==> config.mk <==
export PLATFORM = sky130hd
export DESIGN_NAME = lutram_dp_tester
export DESIGN_NICKNAME = d
export VERILOG_FILES = /design/src/rtl/lutram_dp_tester.sv
export SDC_FILE = /design/constraint.sdc
export NUM_CORES = 1
export LEC_CHECK = 0
export CAP_MARGIN = 40
export CORE_MARGIN = 3
export CORE_UTILIZATION = 30
export CTS_BUF_LIST = sky130_fd_sc_hd__clkbuf_16
export CTS_CLUSTER_SIZE = 16
export DETAILED_ROUTE_END_ITERATION = 10
export DONT_BUFFER_PORTS = 1
export GPL_TIMING_DRIVEN = 0
export SYNTH_ARGS = -nofsm -noshare
export SYNTH_HDL_FRONTEND = slang
export SYNTH_SLANG_ARGS = --single-unit
==> constraint.sdc <==
create_clock -name clk_i -period 4.9 [get_ports clk_i]
set_input_delay 0.49 -clock clk_i [delete_from_list [all_inputs] [get_ports clk_i]]
set_output_delay 0.49 -clock clk_i [all_outputs]
set_load 0.02 [all_outputs]
==> src/rtl/lutram_dp_tester.sv <==
// Self-checking sweep of an inferred dual-port LUTRAM: clear, write pattern, read both ports, report.
// Define LUTRAM_TESTER_CONTINUOUS_EN to repeat sweeps forever with the pattern inverted on alternate sweeps.
module lutram_dp_tester #(
  parameter int unsigned          A_WIDTH         = 5,
  parameter int unsigned          D_WIDTH         = 4,
  parameter logic [31:0]          DIV_COUNTER_END = 32'h00FF_FFFF,
  parameter int unsigned          DPRA_OFFSET     = 1,
  parameter logic [D_WIDTH-1:0]   SEED            = '0,
  parameter int unsigned          ERR_WIDTH       = 8
) (
  input  logic                   clk_i,
  input  logic                   rst_i,
  output logic [2*D_WIDTH-1:0]   q_o,
  output logic                   done_o,
  output logic                   pass_o,
  output logic [ERR_WIDTH-1:0]   err_count_o,
  output logic [7:0]             pass_count_o
);
  localparam int unsigned DEPTH = 1 << A_WIDTH;
  localparam logic [A_WIDTH-1:0] OFFSET = A_WIDTH'(DPRA_OFFSET % DEPTH);

  typedef enum logic [2:0] {
    S_INIT   = 3'd0,
    S_CLEAR  = 3'd1,
    S_WRITE  = 3'd2,
    S_READ   = 3'd3,
    S_FINISH = 3'd4
  } state_t;

  state_t               state_q, state_d;
  logic [A_WIDTH-1:0]   addr_q, addr_d, dpra;
  logic [31:0]          div_counter;
  logic                 tick, we, last, phase;
  logic [D_WIDTH-1:0]   mem [DEPTH];
  logic [D_WIDTH-1:0]   wdata, spo, dpo;
  logic                 miss_spo, miss_dpo;
  logic [ERR_WIDTH-1:0] err_next;

  function automatic logic [D_WIDTH-1:0] pat(input logic [A_WIDTH-1:0] a, input logic ph);
    logic [D_WIDTH-1:0] v;
    v = D_WIDTH'(a);
    return (v + SEED) ^ {D_WIDTH{ph}};
  endfunction

  function automatic logic [ERR_WIDTH-1:0] sat_add(input logic [ERR_WIDTH-1:0] c,
                                                   input logic [1:0] inc);
    logic [ERR_WIDTH:0] s;
    s = {1'b0, c} + (ERR_WIDTH+1)'(inc);
    return s[ERR_WIDTH] ? '1 : s[ERR_WIDTH-1:0];
  endfunction

  // Step-tick generator
  assign tick = (div_counter == DIV_COUNTER_END);

  always_ff @(posedge clk_i) begin
    if (rst_i || tick) div_counter <= '0;
    else               div_counter <= div_counter + 32'd1;
  end

  // RAM under test: synchronous write, asynchronous reads on both ports
  assign last  = (addr_q == '1);
  assign dpra  = addr_q + OFFSET;
  assign wdata = (state_q == S_WRITE) ? pat(addr_q, phase) : '0;
  assign we    = tick && !rst_i && (state_q == S_CLEAR || state_q == S_WRITE);
  assign spo   = mem[addr_q];
  assign dpo   = mem[dpra];

  always_ff @(posedge clk_i) begin
    if (we) mem[addr_q] <= wdata;
  end

  assign miss_spo = (spo != pat(addr_q, phase));
  assign miss_dpo = (dpo != pat(dpra, phase));
  assign err_next = sat_add(err_count_o, {1'b0, miss_spo} + {1'b0, miss_dpo});

  // Sequencer
  always_ff @(posedge clk_i) begin
    if (rst_i) begin
      state_q <= S_INIT;
      addr_q  <= '0;
    end else begin
      state_q <= state_d;
      addr_q  <= addr_d;
    end
  end

  always_comb begin
    state_d = state_q;
    addr_d  = addr_q;
    if (tick) begin
      case (state_q)
        S_INIT: begin
          state_d = S_CLEAR;
          addr_d  = '0;
        end
        S_CLEAR: begin
          addr_d = addr_q + 1'b1;
          if (last) state_d = S_WRITE;
        end
        S_WRITE: begin
          addr_d = addr_q + 1'b1;
          if (last) state_d = S_READ;
        end
        S_READ: begin
          addr_d = addr_q + 1'b1;
          if (last) state_d = S_FINISH;
        end
        S_FINISH: begin
`ifdef LUTRAM_TESTER_CONTINUOUS_EN
          state_d = S_CLEAR;
`else
          state_d = S_FINISH;
`endif
          addr_d  = '0;
        end
        default: begin
          state_d = S_INIT;
          addr_d  = '0;
        end
      endcase
    end
  end

  // Result registers: capture read data and tally mismatches on READ ticks
  always_ff @(posedge clk_i) begin
    if (rst_i) begin
      q_o          <= '0;
      done_o       <= 1'b0;
      pass_o       <= 1'b0;
      err_count_o  <= '0;
      pass_count_o <= '0;
      phase        <= 1'b0;
    end else if (tick) begin
      if (state_q == S_READ) begin
        q_o         <= {dpo, spo};
        err_count_o <= err_next;
        if (last) begin
          done_o <= 1'b1;
          pass_o <= (err_next == '0);
        end
      end
`ifdef LUTRAM_TESTER_CONTINUOUS_EN
      if (state_q == S_FINISH) begin
        done_o       <= 1'b0;
        phase        <= ~phase;
        pass_count_o <= pass_count_o + 8'd1;
      end
`endif
    end
  end

endmodule

; ---- Word-level counts from Yosys, hierarchy flattened
; Memories as Yosys holds them, arrays and structs flattened. A register that Yosys moved wholly into a read port is not among the register bits.
; Index checks and enable logic that the tools add are counted.
[totals]
reg_bits = 58
inputBits = 2
n_memories = 1
romBits = 0
ram_bits = 128
latch_bits = 0
[op_classes]
mul = 0
mux = 11
n_addsub = 4
eq_ne = 11
div_mod_pow = 0
n_reduce_logical = 11
n_shift = 0
n_lt_le_gt_ge = 0
bitwise = 0
[memory_table]
columns = memory, words, width, read_ports, rd_clocked_by_memory_dff, write_ports, line
row1 = mem, 32, 4, 2, 1, 1, 34  ; logic [D_WIDTH-1:0] mem [DEPTH];
[ops]
columns = cell, n
row1 = $add 32x1->32 const B, 1
row2 = $eq 32x24->1 const B, 1
row3 = $mux 5, 3
row4 = $pmux 3 s5, 1
row5 = $add 8x2->9, 1
row6 = $mux 3, 3
row7 = $logic_not 8->1, 1
row8 = $mux 8, 1
row9 = $ne 4x4->1, 2
row10 = $eq 3x2->1 const B, 2
row11 = $ne 2x2->1 const B, 3
row12 = $add 5x1->5 const B, 1
row13 = $eq 5x5->1 const B, 1
row14 = $mux 4, 1
row15 = $reduce_and 4->1, 1
row16 = $eq 3x1->1 const B, 1
row17 = $eq 3x3->1 const B, 1
row18 = $logic_not 3->1, 1
row19 = $reduce_and 3->1, 1
row20 = $reduce_or 3->1, 1
row21 = $add 1x1->2, 1
row22 = $logic_and 1x1->1, 2
row23 = $logic_or 1x1->1, 2
row24 = $mux 1, 2
row25 = 2 further kinds, 2

; ---- Longest topological paths before layout
; Gate-level depths: netlist (run 1).
; An unclocked memory read counts as a cell.
[logic_depth]
word_depth = 7
mapped_depth = 23
depth_no_buf = 17

; ---- Least setup slack after synthesis (run 1)
; No wires, ideal clock.
[synth_timing]
kind = reg2reg
startpoint = register addr_q[0]
endpoint = register pass_o
required_time_ps = 4829
path_stages_with_launch = 21
path_slack_ps = 277
setup_ps = 71
arrival_ps = 4553
path_cell_list = dfxtp_1 buf_4 buf_2 buf_2 inv_1 ha_1 buf_2 buf_1 mux4_2 nand2_1 nand4_1 and4_1 xor2_1 nor4_1 fa_1 inv_1 ha_1 nor4b_1 nand2_1 or4_1 a21oi_1
[synth_via]
elab_chain_cells = 7
word_cells_on_any_way = 10
classes_between = 3 x add/sub / 3 x eq/ne / 1 x mux / 2 x reduce/logical / 1 x memory
[synth_rtl]
columns = item, line
row1 = "start, declared", 31  ; logic [A_WIDTH-1:0] addr_q, addr_d, dpra;
row2 = "start signal, assigned", 83  ; addr_q <= addr_d;
row3 = $add 5x1->5, 62  ; assign dpra = addr_q + OFFSET;
row4 = $mem_v2 32x4, -
row5 = $ne 4x4->1, 73  ; assign miss_dpo = (dpo != pat(dpra, phase));
row6 = $add 1x1->2, 74  ; assign err_next = sat_add(err_count_o, {1'b0, miss_spo} + {1'b0, miss_dpo});
row7 = $add 8x2->9, 48  ; s = {1'b0, c} + (ERR_WIDTH+1)'(inc);
row8 = $mux 8, 49  ; return s[ERR_WIDTH] ? '1 : s[ERR_WIDTH-1:0];
row9 = $logic_not 8->1, 139  ; pass_o <= (err_next == '0);
row10 = "end signal, assigned", 139
row11 = "end, declared", 15  ; output logic pass_o,
; Parallel ways exist; a longest one is shown, timed or not.
; A chain may end at the register's enable or synchronous reset.

; ---- Final worst setup path (run 1)
; Same ends and word-level chain as after synthesis.

==> results by group, run 1 <==
Synth
  – Yosys top cell area share: between 40% and 50%
  – Synth Area in XOR/XNOR: 4.05%
  – Synth Area in Adders: 1.18%
  – Simple-gate share of the synthesized area: 14.6%
  – Seq/Total Area, Yosys: 56.1%
  – Largest family of logic cells by synthesized area: multiplexers
  – Top cells by area, synth: edfxtp_1, dfxtp_1, mux4_2
  – Synthesized area per cell: 12.8 µm²
  – Post-synthesis mux area share: 16.9%
  – Mapped Cells: 708
  – Yosys cell types: 46
  – Mapped Area: 9090 µm²
  – Yosys reg bits: 191
  – Post-synth EDFFs: 128
  – Warnings from Yosys: 0
  – Cell taking the most area after synthesis: edfxtp_1
  – Top FF cell, synth: edfxtp_1
  – Synth Area in Compound Gates: just over 4%
  – Async set or reset register ratio after synthesis: 0%

Critical path
  – Slowest cell on crit path: mux4_2
  – Type of the worst setup path: register to register
  – Critical-path cell list: buf_12, buf_12, buf_8, inv_1, ha_1, buf_6, mux4_2, and2_1, a2111oi_4, a41oi_1, a21oi_1, nor4_2, fa_2, inv_1, ha_1, nor4b_2, nand2_1, or4_1, a21oi_1
  – Critical-path maximum fanout: 10
  – Worst endpoint required time: 5.27 ns
  – Critical Path AT: 5.03 ns
  – Crit-path max cell delay: 0.52 ns
  – Reg2Reg Depth: 19
  – CP endpoint kind: register
  – Worst setup SP type: register

Placed design
  – Place WS: -1.04 ns
  – DP Wirelength: between 15,000 and 20,000 µm
  – Port Buffers: 0
  – GPL Wtd Cong: 0.876

CTS
  – Htree depth: 4
  – CTS tree: done
  – # hold bufs at CTS: 0
  – Clk pin slew, worst setup/hold paths: ~0.080 ns
  – Clock tree sinks: 191
  – Clk buf depth: 2
  – Clock latency at the later pin of the worst-skew pair: 0.44 ns
  – Clock Root Buffer: clkbuf_16
  – CTS Buf Count: 17

Routing
  – WL/cell: 20.2 µm
  – Antenna viol nets, final: 0
  – Post-Route WL: 23,300 µm
  – 1st-pass router iterations: 5
  – Residual DRC: 0
  – DR vias: about 6,100
  – DR iter-0 viols: 637
  – Via density: 5.25

Floorplanning
  – Die X-Extent: 180 µm
  – Core box area: 29,800 µm²
  – # rows: 63
  – Initial core utilization: between 30% and 40%
  – Top-Level Pins: 28
  – Die area: 32,400 µm²
  – Die span in y: between 150 and 200 µm

Global routing
  – Total Routing Usage GR: 14.3%
  – Vias in the first global route: 5,895
  – Final global-route overflow total: 0
  – Initial antenna violation count: 0
  – First-pass GRT wire length: roughly 36,000 µm
  – Largest net degree at the start of global routing: 20

Timing
  – Fin crit share: 95.1%
  – Clock skew: 0.0148 ns
  – FMAX: 215 MHz
  – Fin Setup TNS: 0 ns
  – Final hold violation count: 0
  – Normalized max-slew margin: 43.2%
  – Worst-margin pin slew: 0.849 ns
  – Post-route setup slack: 0.241 ns
  – # setup viols final: 0
  – Final-report max-slew violation count: 0
  – Min Clock Period, post-route: 4.66 ns
  – RSZ-0062 raised after global routing: false

Hold path
  – Hold Crit Class: input port to register
  – Hold path depth: 2

Layout
  – Layout Nets: 759
  – # fillers: between 2,000 and 3,000
  – Layout area overhead: 15.2%
  – # diodes: 0
  – Share of layout cells above drive strength 1: 17.6%
  – Util after Layout: 35.2%

Power
  – Pwr/cell area: approximately 300 nW/µm²
  – Max VDD drop: about 0.22 mV
  – Static leakage: 3.62 nW

Flow run
  – Max-cap violations: 0

Status
  – Run status: completed
==> logic make-up after synthesis <==
group                    count (synthesis)
AND/OR/NAND/NOR                        269
flip-flops                             191
XOR/XNOR                                42
adder cells (fa/ha/maj)                  8
multiplexers                            86
buffers and inverters                   54
AO/OA/AOI/OAI                           57
other                                    1
==> cell usage after synthesis, types with 3 or more instances <==
library cell	number
buf_2	10
nor3_1	12
and2_1	15
mux2i_1	32
a21oi_1	19
clkbuf_1	14
or4_1	3
buf_6	3
buf_1	7
dfxtp_1	63
and4_1	5
and3_1	7
nor2_1	88
mux4_2	47
xor2_1	26
mux4_1	5
nor4_1	6
nand2b_1	5
nand3b_1	4
o21ai_0	9
nand2_1	63
buf_4	12
nor2b_1	8
ha_1	7
nand4_1	30
nand3_1	15
a22oi_1	16
inv_1	8
a211oi_1	3
edfxtp_1	128
xnor2_1	16
a311oi_1	4
==> through the flow <==
step | hold slack (ns) | area, µm² | total power [W] | instances
after floorplan | 0.430 | 9120 | 0.00176 | 715
after detailed placement | 0.447 | 9670 | 0.00177 | 1109
after global routing | 0.417 | 10500 | 0.00318 | 1152
after CTS | 0.352 | 10300 | 0.00311 | 1141
final | 0.363 | 10500 | 0.00309 | 1152
after global placement | 0.448 | 9610 | 0.00177 | 1105
==> per-layer routing <==
metal | vias up | track usage, % | share of wire, %
met4 | 0 | 4.97 | 2.5
met1 | 3017 | 19.0 | 43
li1 | 2737 | - | -
met3 | 39 | 3.75 | 7.3
met2 | 260 | 22.8 | 48
met5 | - | 0 | 0
==> report_power, final <==
part / total (W) / switching [W] / internal [W] / leakage (nW)
Clock: 0.00136 / 0.000681 / 0.000680 / 0.287
Combinational: 0.0000309 / 0.0000207 / 0.0000101 / 1.34
Sequential: 0.00170 / 0.00000332 / 0.00170 / 2.00
Total: 0.00309 / 0.000705 / 0.00239 / 3.62
==> worst paths after layout <==
check / start / to / slack, ns
setup / recovery: addr_q[0] / pass_o / 0.24
hold / removal: rst_i / q_o[4] / 0.36
setup reg to reg: addr_q[0] / pass_o / 0.24
hold reg to reg: div_counter[0] / div_counter[0] / 0.49
==> area by class of cell <==
| cell class | instances | area (µm²) | share of cell area (%) |
|---|---|---|---|
| plain buffers | 45 | 323 | 3.08 |
| clock buffers | 17 | 425 | 4.06 |
| clock inverters | 15 | 156 | 1.49 |
| inverters | 8 | 30.0 | 0.287 |
| multi-input cells | 470 | 3780 | 36.1 |
| flip-flops and latches | 191 | 5110 | 48.8 |
| well taps | 390 | 488 | 4.66 |
| repair buffers | 16 | 163 | 1.55 |
==> cells in the final DEF (no fill, tap or decap), types with 16 or more instances in the layout <==
cell       instances
a21oi_1           19
nand2_1           63
edfxtp_1         128
buf_4             23
mux4_2            47
nand4_1           30
xnor2_1           16
nor2_1            88
a22oi_1           16
dfxtp_1           62
xor2_1            25
clkbuf_16         17
mux2i_1           32
==> state kept, by name, summed over array words and instances, names as in the netlist, named ones only <==
name and count:
addr_q 5, div_counter 32, done_o 1, err_count_o 8, mem 128, pass_o 1
q_o 8, state_q 3
==> critical path, delay by kind of cell, from the launching register on <==
family                     cells  cell delay (ns)
muxes                          1             0.52
and+or+nand+nor                5             1.07
DFF                            1             0.38
adders and majority gates      3             0.95
buffers and inverters          6             0.76
AOI/OAI and AO/OA              4             0.91
==> what timing repair did <==
item                                    4_1_cts  5_1_grt
pin swaps                                     2        4
setup buffers                                 0       11
resized for setup                            19       15
endpoints found under the setup margin        9        7
cloned                                        0        0
No activity file was read; power rests on OpenSTA's default activity.
==> run 2, diff against run 1 <==
ABC_AREA = 1   (was not set)
GPL_TIMING_DRIVEN = 1   (was 0)
clock period = 4.8 ns   (was 4.9 ns; I/O delays follow)
==> run 2 against run 1 <==
Against the previous run:
- sequential cell count unchanged
- non-clock buffer count decreased by 44
- hold slack worse by 0.27 ns
- via count grew 43%
- maximum frequency grew 9.0%
- utilization fell by 0.99 points
- register-to-register slack better by 0.28 ns
- critical path type unchanged
- highest routed layer unchanged
==> results by group, run 2 <==
CTS
  – # hold bufs at CTS: 0 (unchanged)
  – Clk pin slew, worst setup/hold paths: 0.08 ns (about the same)
  – Htree depth: 4 (unchanged)
  – CTS tree: done
  – Clock latency at the later pin of the worst-skew pair: 0.45 ns (about the same)
  – Clock tree sinks: 191 (unchanged)
  – Clock Root Buffer: clkbuf_16
  – CTS Buf Count: 17 (unchanged)
  – # resized after CTS: 0 (-19)
  – Clk buf depth: 2 (unchanged)
  – Post-CTS Setup Bufs: 0 (unchanged)

Global routing
  – First-pass GRT wire length: 44,500 µm (+25%)
  – Largest net degree at the start of global routing: 72 (+260%)
  – Total Routing Usage GR: 15.9% (+1.6 points)
  – Vias in the first global route: 8,089 (+37%)
  – Initial antenna violation count: 0 (unchanged)
  – Final global-route overflow total: 0 (unchanged)

Synth
  – Top FF cell, synth: edfxtp_1
  – Async set or reset register ratio after synthesis: 0% (unchanged)
  – Count leader, synth: nand2_1
  – Seq/Total Area, Yosys: 51.1% (-5.1 points)
  – Yosys top cell area share: 38.4% (-3.8 points)
  – Post-synth EDFFs: 128 (unchanged)
  – Cell taking the most area after synthesis: edfxtp_1
  – Synthesized area per cell: 7.86 µm² (-39%)
  – Yosys cell types: 38 (-17%)
  – Mapped Cells: 1,272 (+80%)
  – Warnings from Yosys: 0 (unchanged)
  – Synth top cells by count: nand2_1, nand3_1, nor2_1
  – Mapped Area: 10000 µm² (+9.9%)
  – Yosys reg bits: 191 (unchanged)
  – Top cells by area, synth: edfxtp_1, nand2_1, dfxtp_1

Critical path
  – Crit-path max cell delay: 0.65 ns (+0.13 ns)
  – Slowest cell on crit path: buf_4
  – CP most frequent cell: nand3_1
  – Critical Path AT: 4.61 ns (-0.42 ns)
  – Type of the worst setup path: register to register
  – Critical-path maximum fanout: 71 (+61)
  – Worst setup SP type: register
  – CP endpoint kind: register
  – CP bufs+invs: 5 (-1)
  – Critical-path cell list: buf_4, nand3_1, xor2_1, buf_4, clkinv_1, nand3_1, nand3_1, nand2_1, nand2_1, nand2_1, inv_1, nand2_1, nor2_1, fa_1, inv_1, ha_1, nand3_1, nor2_1, nand3_1, o21ai_0, nor3_1, nand3_1, a21oi_1
  – Worst endpoint required time: 5.13 ns (-0.14 ns)
  – Worst path top cell family by delay: simple AND/OR/NAND/NOR gates

Timing
  – Fin crit share: 89.1% (-6.0 points)
  – # setup viols final: 0 (unchanged)
  – Post-route setup slack: 0.524 ns (+0.284 ns)
  – Clock skew: 0.0178 ns (+0.00304 ns)
  – Final hold violation count: 0 (unchanged)
  – Worst-margin pin slew: 0.859 ns (+0.00941 ns)
  – Fin Setup TNS: 0 ns (unchanged)
  – Normalized max-slew margin: 42.7% (-0.48 points)
  – Min Clock Period, post-route: 4.28 ns (-0.384 ns)
  – FMAX: 234 MHz (+9.0%)
  – RSZ-0062 raised after global routing: false
  – Final-report max-slew violation count: 0 (unchanged)

Floorplanning
  – Initial core utilization: 30.6% (+0.055 points)
  – Die span in y: 189 µm (+4.7%)
  – Die X-Extent: 189 µm (+4.7%)
  – Top-Level Pins: 28 (unchanged)
  – # rows: 66 (+4.8%)
  – Die area: 35,600 µm² (+9.6%)
  – Core box area: 32,700 µm² (+9.8%)

Power
  – Switching part of the total: 21.1% (-1.7 points)
  – Seq pwr share: 52.1% (-2.9 points)
  – Combinational power share: 0.5% (-0.5 points)
  – Clock network power share: 47.4% (+3.4 points)
  – Max VDD drop: 0.255 mV (+16%)
  – Sw Pwr: 0.000702 W (-0.46%)
  – Total Power: 0.00333 W (+7.7%)
  – Pwr/cell area: 298 nW/µm² (+1.0%)
  – Static leakage: 4.25 nW (+17%)
  – Internal power: 0.00263 W (+10%)

Routing
  – Post-Route WL: 28,200 µm (+21%)
  – Residual DRC: 0 (unchanged)
  – 1st-pass router iterations: 6 (+1)
  – Antenna viol nets, final: 0 (unchanged)
  – DR vias: 8,650 (+43%)
  – WL/cell: 16.5 µm (-18%)
  – DR iter-0 viols: 942 (+48%)
  – Via density: 5.07 (-3.4%)

Layout
  – # fillers: 3,364 (+18%)
  – Leading registers by flop count: mem x128, div_counter x32
  – Most frequent cells in the layout: nand2_1, nand3_1, nor2_1
  – Finished Layout Cells: 1,705 (+48%)
  – Most common cell after layout, fill and taps aside: nand2_1
  – Register with the most flip-flops: mem
  – Layout Nets: 1,260 (+66%)
  – Share of layout cells above drive strength 1: 6.25% (-11 points)
  – Layout area overhead: 11.8%
  – Max reg flops: 128 (unchanged)
  – Util after Layout: 34.2% (-0.99 points)
  – # diodes: 0 (unchanged)

Placed design
  – Port Buffers: 0 (unchanged)
  – GPL Wtd Cong: 0.897 (+2.4%)
  – Place WS: 0.631 ns (+1.67 ns)
  – Placed cells: 1,673 (+51%)
  – DP Wirelength: 18,900 µm (+15%)

Hold path
  – Hold Crit Class: input port to register

Status
  – Run status: completed

Flow run
  – Max-cap violations: 0 (unchanged)
run 2: cell types whose count changed after synthesis, moves of 30 or more:
cell,previous run,this run
nand2_1,63,424
nand3_1,15,205
inv_1,8,77
nor2_1,88,142
mux4_2,47,0
o21ai_0,9,42
mux2i_1,32,0
clkbuf_1,14,44
run 2: cells by family after synthesis:
group / Yosys count / synth area share, %
fa+ha+maj: 8 / 1.08
xor+xnor: 15 / 1.39
other cells: 1 / 0.0375
flops: 191 / 51.1
buf+inv: 147 / 5.93
compound gates: 83 / 4.33
simple gates: 827 / 36.2
run 2: routing by layer:
layer,share of wire (%),global-route usage [%],vias up
met4,3.4,7.28,0
met2,45,25.0,400
met5,0,0,-
met1,43,21.2,4045
li1,-,-,4139
met3,8.0,3.05,66
run 2: metrics by stage:
stage	hold WS (ns)	instance area (µm²)
floorplan	0.418	10000
global placement	0.431	10400
detailed placement	0.438	10500
CTS	0.0796	11200
global route	0.0718	11200
finish	0.0897	11200
run 2: power groups by stage:
stage	combinational [W]	clock, W	sequential [W]
2_1_floorplan	0.0000205	0	0.00177
3_3_place_gp	0.0000163	0	0.00177
3_5_place_dp	0.0000164	0	0.00177
4_1_cts	0.0000164	0.00160	0.00173
5_1_grt	0.0000186	0.00167	0.00173
6_report	0.0000164	0.00158	0.00173
run 2: final timing paths:
check	from	end	slack [ns]	depth (start not counted)
hold reg to reg	div_counter[0]	div_counter[0]	0.45	1
hold / removal	rst_i	q_o[5]	0.09	1
setup / recovery	addr_q[0]	pass_o	0.52	23
setup reg to reg	addr_q[0]	pass_o	0.52	23
run 2: final cells by class:
| type | instances | area, µm² | area share, % |
|---|---|---|---|
| clock buffer | 17 | 425 | 3.81 |
| sequential | 191 | 5110 | 45.7 |
| timing repair buffer | 17 | 200 | 1.79 |
| multi-input combinational | 941 | 4350 | 38.9 |
| clock inverter | 15 | 228 | 2.04 |
| tap | 442 | 553 | 4.95 |
| inverter | 82 | 308 | 2.75 |
run 2: worst reg2reg max path, delay by kind of cell (launching register included):
kind	cells	cell delay [ns]
AOI/OAI and AO/OA	2	0.29
DFF	1	0.35
and+or+nand+nor	13	1.60
xor gates and xnor gates	1	0.18
adders and majority gates	2	0.53
buffers and inverters	5	1.24
==> run 3, diff against run 2 <==
GPL_ROUTABILITY_DRIVEN = 0   (was not set)
clock period = 5.04 ns   (was 4.8 ns; I/O delays follow)
==> run 3 against run 2 <==
Against the previous run:
- clock power down 15%
- sequential cell count did not move
- cell count barely moved
- critical path type unchanged
- worst setup slack gained 0.26 ns
- clock-buffer cell count stayed put
==> results by group, run 3 (synthesis gave the netlist of run 2 again) <==
Status
  – Run status: completed

Routing
  – Antenna viol nets, final: 0 (unchanged)
  – 1st-pass router iterations: 6 (unchanged)
  – Post-Route WL: 28,000 µm (-0.81%)
  – Via density: 5.01 (-1.2%)
  – Residual DRC: 0 (unchanged)
  – WL/cell: 16.4 µm (-0.75%)
  – DR iter-0 viols: 908 (-3.6%)
  – DR vias: 8,545 (-1.2%)

Timing
  – RSZ-0062 raised after global routing: false
  – Final hold violation count: 0 (unchanged)
  – # setup viols final: 0 (unchanged)
  – Fin crit share: 84.3% (-4.7 points)
  – Fin Setup TNS: 0 ns (unchanged)
  – Normalized max-slew margin: 37.6% (-5.1 points)
  – Worst-margin pin slew: 0.934 ns (+0.0757 ns)
  – Final-report max-slew violation count: 0 (unchanged)
  – Min Clock Period, post-route: 4.25 ns (-0.0248 ns)
  – Clock skew: 0.0146 ns (-0.00320 ns)
  – FMAX: 235 MHz (+0.58%)

Hold path
  – Hold Path Origin: rst_i
  – Hold Crit Class: input port to register
  – Hold path depth: 1 (unchanged)
  – Hold worst-path end: q_o[0]

Power
  – Total Power: 0.00302 W (-9.4%)
  – Sw Pwr: 0.000694 W (-1.0%)
  – Max VDD drop: 0.200 mV (-21%)
  – Seq pwr share: 54.7% (+2.6 points)
  – Pwr/cell area: 272 nW/µm² (-8.8%)
  – Clock network power share: 44.8% (-2.6 points)
  – Switching part of the total: 23.0% (+1.9 points)
  – Combinational power share: 0.5% (about the same)
  – Static leakage: 4.21 nW (-0.97%)
  – Internal power: 0.00232 W (-12%)

CTS
  – Post-CTS Setup Bufs: 0 (unchanged)
  – Clock Root Buffer: clkbuf_16
  – CTS tree: done
  – CTS Buf Count: 17 (unchanged)
  – # hold bufs at CTS: 0 (unchanged)
  – Clock tree sinks: 191 (unchanged)
  – Clk pin slew, worst setup/hold paths: 0.08 ns (about the same)
  – Clk buf depth: 2 (unchanged)
  – # resized after CTS: 0 (unchanged)
  – Htree depth: 4 (unchanged)
  – Clock latency at the later pin of the worst-skew pair: 0.44 ns (about the same)

Floorplanning
  – Die area: 35,600 µm² (unchanged)
  – # rows: 66 (unchanged)
  – Die span in y: 189 µm (unchanged)
  – Initial core utilization: 30.6% (unchanged)
  – Die X-Extent: 189 µm (unchanged)
  – Core box area: 32,700 µm² (unchanged)
  – Top-Level Pins: 28 (unchanged)

Layout
  – Leading registers by flop count: mem x128, div_counter x32
  – Most common cell after layout, fill and taps aside: nand2_1
  – Register with the most flip-flops: mem
  – Max reg flops: 128 (unchanged)
  – Most frequent cells in the layout: nand2_1, nand3_1, nor2_1
  – # diodes: 0 (unchanged)
  – Layout Nets: 1,259 (-0.079%)
  – Register area: 5110 µm² (unchanged)
  – Share of layout cells above drive strength 1: 6.26% (about the same)
  – Layout area overhead: 11.0%
  – Multi-input logic area: 4360 µm² (+0.12%)
  – # fillers: 3,400 (+1.1%)

Global routing
  – Initial antenna violation count: 0 (unchanged)
  – Total Routing Usage GR: 15.7% (-0.18 points)
  – Vias in the first global route: 8,037 (-0.64%)
  – Final global-route overflow total: 0 (unchanged)
  – Largest net degree at the start of global routing: 68 (-5.6%)
  – First-pass GRT wire length: 44,300 µm (-0.29%)

Flow run
  – Max-cap violations: 0 (unchanged)

Critical path
  – Type of the worst setup path: register to register
  – Critical-path maximum fanout: 45 (-37%)
  – Worst endpoint required time: 5.37 ns (+0.24 ns)
  – Reg2Reg Depth: 24 (+4.3%)
  – Reg2Reg Launch Point: addr_q[0]
  – Worst setup SP type: register
  – Crit path from: addr_q[0]
  – R2r setup slk: 0.79 ns (+0.26 ns)
  – RR Endpoint: pass_o
  – CP endpoint kind: register
  – Critical Path AT: 4.58 ns (-0.03 ns)

Placed design
  – DP Wirelength: 18,800 µm (-0.58%)
  – Port Buffers: 0 (unchanged)
==> run 3: cell type report <==
class                   instances  area share, %
inverters                      82           2.77
multi-input cells             941           39.2
clock inverters                15           1.53
clock buffers                  17           3.83
flip-flops and latches        191           46.0
repair buffers                 16           1.62
well taps                     442           4.98
==> run 3: per-stage QoR <==
step | cell area [µm²] | std cells | util, % | setup slack (ns) | hold WS [ns]
6_report | 11100 | 1704 | 33.9 | 0.789 | 0.123
3_5_place_dp | 10500 | 1672 | 32.1 | 0.882 | 0.445
5_1_grt | 11100 | 1704 | 33.9 | 0.346 | 0.100
4_1_cts | 11100 | 1704 | 33.9 | 0.851 | 0.102
2_1_floorplan | 10000 | 1279 | - | 0.964 | 0.418
3_3_place_gp | 10400 | 1669 | 31.9 | 0.577 | 0.430
==> run 3: layer usage <==
layer | vias to the layer above | routed length [µm] | GRT usage (%)
li1 | 4143 | - | -
met1 | 3977 | 12100 | 21.2
met2 | 357 | 13100 | 25.2
met3 | 68 | 1900 | 2.55
met4 | 0 | 920 | 6.42
met5 | - | 0 | 0
==> run 3: critical path: stages (launching register included) <==
cell	delay (ns)
dfxtp_2	0.64
inv_2	0.07
ha_1	0.31
buf_4	0.44
nor2_1	0.10
o21ai_0	0.11
nand3_1	0.13
nand3_1	0.10
nand3_1	0.13
nand2_1	0.09
nand2_1	0.05
nand2_1	0.06
inv_1	0.04
nand2_1	0.05
nor2_1	0.07
fa_1	0.35
inv_1	0.10
ha_1	0.19
nand3_1	0.10
nor2_1	0.21
nand3_1	0.30
o21ai_0	0.21
nor3_1	0.09
nand3_1	0.08
a21oi_1	0.06
==> run 3: power groups by stage <==
stage / Combinational [W] / Clock (W) / Sequential (W)
CTS: 0.0000157 / 0.00137 / 0.00165
global route: 0.0000179 / 0.00144 / 0.00165
global placement: 0.0000155 / 0 / 0.00169
detailed placement: 0.0000157 / 0 / 0.00169
finish: 0.0000156 / 0.00135 / 0.00165
floorplan: 0.0000195 / 0 / 0.00169
==> run 3: how the worst max path moves through the flow <==
| stage | end | slack [ns] |
|---|---|---|
| after floorplan | pass_o | 0.96 |
| after global placement | pass_o | 0.58 |
| after detailed placement | pass_o | 0.88 |
| after CTS | pass_o | 0.85 |
| after global routing | pass_o | 0.35 |
| final | pass_o | 0.79 |
